[config.mk]
export PLATFORM = sky130hd
export DESIGN_NAME = alu_sequencer
export DESIGN_NICKNAME = d
export VERILOG_FILES = /design/src/rtl/alu_sequencer.sv
export SDC_FILE = /design/constraint.sdc
export NUM_CORES = 1
export LEC_CHECK = 0
export CAP_MARGIN = 30
export CORE_MARGIN = 8
export CORE_UTILIZATION = 43
export DETAILED_ROUTE_END_ITERATION = 8
export GPL_ROUTABILITY_DRIVEN = 0
export HOLD_SLACK_MARGIN = 0.15
export MAX_ROUTING_LAYER = met4
export PLACE_DENSITY = 0.84
export SLEW_MARGIN = 5
export SYNTH_ARGS = -nofsm -noshare
export SYNTH_HDL_FRONTEND = slang
export SYNTH_SLANG_ARGS = --single-unit
[constraint.sdc]
create_clock -name clk -period 2.15 [get_ports clk]
set_input_delay 0.3225 -clock clk [delete_from_list [all_inputs] [get_ports clk]]
set_output_delay 0.3225 -clock clk [all_outputs]
set_load 0.02 [all_outputs]
[src/rtl/alu_sequencer.sv]
`timescale 1ns/1ps
`default_nettype none
// ============================================================================
// Module      : alu_sequencer
// Description : Multi-cycle controller that runs one accumulator-style ALU
//               operation per request. It reads R0 (accumulator) and RX from
//               a synchronous register file, drives an external combinational
//               ALU, writes the result back to R0 and keeps registered Z/C/N
//               flags.
// Revision    : 1.0 - initial release
// ----------------------------------------------------------------------------
// Parameters  : DW       data width of register file / ALU operands / result
//               AW       register-file address width
//               ACC_ADDR register-file index used as accumulator R0
// Ports       : clk, rst_n                   clock, async active-low reset
//               req_valid/req_ready          request handshake
//               req_op/req_rx/req_cond       request fields (held until accept)
//               rf_raddr/rf_rdata            register-file read port (1-cycle)
//               rf_we/rf_waddr/rf_wdata      register-file write port
//               alu_r0/alu_rx/alu_op         registered ALU operands / op
//               alu_res/alu_carry            ALU result and bit DW
//               flags                        registered {Z, C, N}
//               done                         one-cycle completion pulse
// Config      : ALU_SEQ_COND_EN - when defined, req_cond is evaluated against
//               flags at acceptance; a false condition skips the operation.
// ============================================================================
module alu_sequencer #(
  parameter int DW       = 8,
  parameter int AW       = 3,
  parameter int ACC_ADDR = 0
) (
  input  logic          clk,
  input  logic          rst_n,
  input  logic          req_valid,
  output logic          req_ready,
  input  logic [2:0]    req_op,
  input  logic [AW-1:0] req_rx,
  input  logic [1:0]    req_cond,
  output logic [AW-1:0] rf_raddr,
  input  logic [DW-1:0] rf_rdata,
  output logic          rf_we,
  output logic [AW-1:0] rf_waddr,
  output logic [DW-1:0] rf_wdata,
  output logic [DW-1:0] alu_r0,
  output logic [DW-1:0] alu_rx,
  output logic [2:0]    alu_op,
  input  logic [DW-1:0] alu_res,
  input  logic          alu_carry,
  output logic [2:0]    flags,
  output logic          done
);

  localparam logic [AW-1:0] C_ACC = AW'(ACC_ADDR);

  typedef enum logic [2:0] {
    S_IDLE = 3'd0,
    S_RD0  = 3'd1,
    S_RDX  = 3'd2,
    S_RDW  = 3'd3,
    S_WB   = 3'd4,
    S_SKIP = 3'd5
  } state_t;

  state_t        state, state_nxt;
  logic [2:0]    op_q;
  logic [AW-1:0] rx_q;
  logic          accept;
  logic          exec_ok;
  logic          carry_sel;

  assign accept = req_valid && (state == S_IDLE);

`ifdef ALU_SEQ_COND_EN
  // Condition is judged against the flags as they stand at the accepting edge.
  always_comb begin
    exec_ok = 1'b1;
    case (req_cond)
      2'b00:   exec_ok = 1'b1;
      2'b01:   exec_ok = flags[2];
      2'b10:   exec_ok = flags[1];
      default: exec_ok = flags[0];
    endcase
  end
`else
  logic unused_cond;
  assign exec_ok     = 1'b1;
  assign unused_cond = ^req_cond;
`endif

  // Carry is meaningful only for add, sub (borrow) and shift-left.
  assign carry_sel = (alu_op == 3'b000 || alu_op == 3'b001 || alu_op == 3'b010)
                     ? alu_carry : 1'b0;

  // State register and datapath captures
  always_ff @(posedge clk or negedge rst_n) begin
    if (!rst_n) begin
      state  <= S_IDLE;
      op_q   <= 3'b000;
      rx_q   <= '0;
      alu_r0 <= '0;
      alu_rx <= '0;
      alu_op <= 3'b000;
      flags  <= 3'b000;
    end else begin
      state <= state_nxt;
      if (accept) begin
        op_q <= req_op;
        rx_q <= req_rx;
      end
      // Read data lags the address by one cycle: R0 arrives during RDX,
      // RX arrives during RDW.
      if (state == S_RDX) begin
        alu_r0 <= rf_rdata;
      end
      if (state == S_RDW) begin
        alu_rx <= rf_rdata;
        alu_op <= op_q;
      end
      if (state == S_WB) begin
        flags <= {(alu_res == '0), carry_sel, alu_res[DW-1]};
      end
    end
  end

  // Next-state and output decode
  always_comb begin
    state_nxt = state;
    req_ready = 1'b0;
    rf_raddr  = C_ACC;
    rf_we     = 1'b0;
    rf_waddr  = C_ACC;
    rf_wdata  = alu_res;
    done      = 1'b0;
    case (state)
      S_IDLE: begin
        req_ready = 1'b1;
        if (req_valid) begin
          state_nxt = exec_ok ? S_RD0 : S_SKIP;
        end
      end
      S_RD0: begin
        state_nxt = S_RDX;
      end
      S_RDX: begin
        rf_raddr  = rx_q;
        state_nxt = S_RDW;
      end
      S_RDW: begin
        state_nxt = S_WB;
      end
      S_WB: begin
        rf_we     = 1'b1;
        done      = 1'b1;
        state_nxt = S_IDLE;
      end
      S_SKIP: begin
        done      = 1'b1;
        state_nxt = S_IDLE;
      end
      default: begin
        state_nxt = S_IDLE;
      end
    endcase
  end

endmodule
`default_nettype wire

==> results.yml <==
sta:
  skew_ns: 0.0100
  setup_viol_count_final: 0
  setup_tns_ns: 0
  finalCritPeriodShare_pct: 94.1
  hold_viol_final: 0
  slew_viol_final: 0
  period_needed_ns: 2.02
  fmax_mhz: 494
  rsz0062_at_grt: "false"
cts:
  cts.sinks: 31
  numCtsBuffers: 5
  root_buffer: "clkbuf_4"
  cts_tree: "done"
  ctsHoldBuffers: 0
  htree_num_levels: 2
  postCtsSetupBuffers: 0
  path_clk_slew_ns: 0.09
  worstSkewPairLatency_ns: 0.32
  clk_path_buf_depth: 2
logic_synthesis:
  synth_cell_types: 22
  synthCells: 95
  async_flop_share_pct: 100
  synth_commonest_cells: "31 x dfrtp_1, 15 x mux2_4, 12 x buf_4"
  synthTopCellsByArea: "dfrtp_1 56%, mux2_4 16%, mux2_1 7.3%"
  synth_edf_count: 0
  ys.flop_type: "dfrtp_1"
  synth_top_area_share_pct: 55.6
  syn_avg_cell_area_um2: 14.7
  netlist_area_um2: 1400
  yosysMostFrequentCell: "dfrtp_1"
  seq_area_frac_synth_pct: 55.6
  ys_seq_elements: 31
  synth_top_cell_by_area: "dfrtp_1"
  synth_warnings: 0
floorplan:
  start_util_pct: 45.3
  floorplan.die_area_um2: 5320
  rows: 20
  dieHeight_um: 73.0
  ios: 67
  die_x_um: 73.0
  core_um2: 3080
grt:
  grt_antenna_before_repair: 0
  grt_max_degree: 32
  track_usage_pct: 13.0
  grt_overflow: 0
  grt_pass1_wl_um: 5120
  grt_pass1_vias: 1051
detailed_routing:
  avgRoutedWirePerCell_um: 15.9
  wl_met1_um: 1380
  dr.pass1.iters: 3
  vias_per_cell: 4.64
  met2_length_um: 1500
  top_layer_used: "met4"
  drt_iter0_drc: 22
  drcViolationCount: 0
  ant_nets: 0
  wl_met3_um: 271
  drt_wl_total_um: 3160
  vias: 924
pwr:
  switching_power_mw: 1.11
  power.internal_mw: 2.00
  peakVddDrop_v: 0.00104
  switching_share_pct: 35.6
  comb_power_share_pct: 52.5
  p_leak_nw: 0.915
  p_per_area_nw_per_um2: 1520
  power_frac_seq_pct: 35.5
  pwr-share-clk_pct: 12.0
critical_path:
  cpMaxStageDelayCell: "clkdlybuf4s50_1"
  worstPathBufferInverterCount: 1
  worstPathArrival_ns: 1.70
  cp_max_fo: 7
  cp_top_family: "buffers and inverters"
  slowest_delay_ns: 0.65
  start_kind: "flop"
  end_kind: "output port"
  crit_chain: "nor3b_2 > clkdlybuf4s50_1"
  critPathRequiredTime_ns: 1.83
  critical_path_class: "flop to output port"
outcome:
  status: "finished clean"
placed_design:
  dp_hpwl_um: 2530
  port_buffers: 61
  place_area_um2: 1980
final_layout:
  syn2layout_area_growth_pct: 47.0
  antenna_cells: 0
  drive_above_1_share_pct: 21.3
  final_nets: 182
  final_area_um2: 2050
  fin_util_pct: 66.6
flow_run:
  cap_violations: 0
min_path:
  min_path_type: "input pin to asynchronous set/reset pin"
==> worst reg2reg max path: stages, from the launching register on <==
cell and delay (ns):
dfrtp_1 0.48, nand3b_2 0.53, mux2_4 0.42
==> final timing paths <==
path / startpoint / end / slack, ns / cells past startpoint
min in group clk: alu_r0[1] / alu_r0[1] / 0.50 / 1
min: rst_n / alu_rx[4] / 0.37 / 2
min reg2reg: alu_r0[1] / alu_r0[1] / 0.50 / 1
max: state[2] / rf_we / 0.13 / 2
max in group asynchronous: rst_n / state[1] / 1.48 / 2
max reg2reg: state[2] / alu_rx[2] / 0.61 / 2
==> placed cells by master, fill, tap and decap left out, drive strengths merged <==
master,netlist,layout
o21ai,2,2
conb,1,3
and2b,1,1
and2,4,4
inv,3,3
clkdlybuf4s50,0,58
xnor2,1,1
nor4,2,2
nor2,2,2
nor3b,2,2
clkbuf,0,8
nand2,1,1
nand3b,1,1
dfrtp,31,31
nand4b,1,1
dlygate4sd2,0,3
buf,14,3
nor3,2,2
nand3,1,1
mux2,26,26
==> timing repair <==
action | CTS | global route
endpoints found under the setup margin | 3 | 0
endpoints found under the hold margin | 0 | 0
gates resized for setup | 5 | 0
==> power groups by stage <==
stage                     sequential [mW]  combinational [mW]  clock, mW
after floorplan                      1.33               0.733          0
after global placement               1.08                1.63          0
after detailed placement             1.11                1.67          0
after CTS                            1.11                1.67      0.393
after global routing                 1.15                1.74      0.413
final                                1.10                1.63      0.374
==> per-stage QoR <==
stage,worst slack [ns],total power [mW],hold WS [ns],std cells
CTS,0.0771,3.17,0.373,199
detailed placement,0.275,2.77,0.485,191
floorplan,0.587,2.06,0.0269,97
finish,0.127,3.11,0.374,199
global route,0.0133,3.29,0.394,199
global placement,0.315,2.71,0.469,191
==> flip-flops by register name, summed over array words and instances, names as in the netlist <==
| signal | cells |
|---|---|
| alu_op | 3 |
| op_q | 3 |
| state | 3 |
| rx_q | 3 |
| alu_rx | 8 |
| alu_r0 | 8 |
| flags | 3 |
==> cell families (layout without fill, tap and decap cells) <==
family / after synthesis / after routing / share of synthesized area [%]
xor+xnor: 1 / 1 / 0.628
compound gates: 2 / 2 / 0.718
simple gates: 17 / 17 / 8.88
mux: 26 / 26 / 25.0
other cells: 1 / 3 / 0.269
flops: 31 / 31 / 55.6
buf+inv: 17 / 75 / 8.88
==> per-layer routing <==
metal / up-vias / global-route usage, %
li1: 428 / -
met1: 450 / 13.9
met2: 44 / 20.9
met3: 2 / 5.22
met4: 0 / 6.00
met5: - / -
==> area by class of cell <==
class,count,area [um2]
repair buffers,64,629
inverters,3,11.3
fillers,235,1030
multi-input cells,49,509
flip-flops and latches,31,777
clock buffers,8,68.8
well taps,44,55.1
Power figures use the tool's default switching activity.
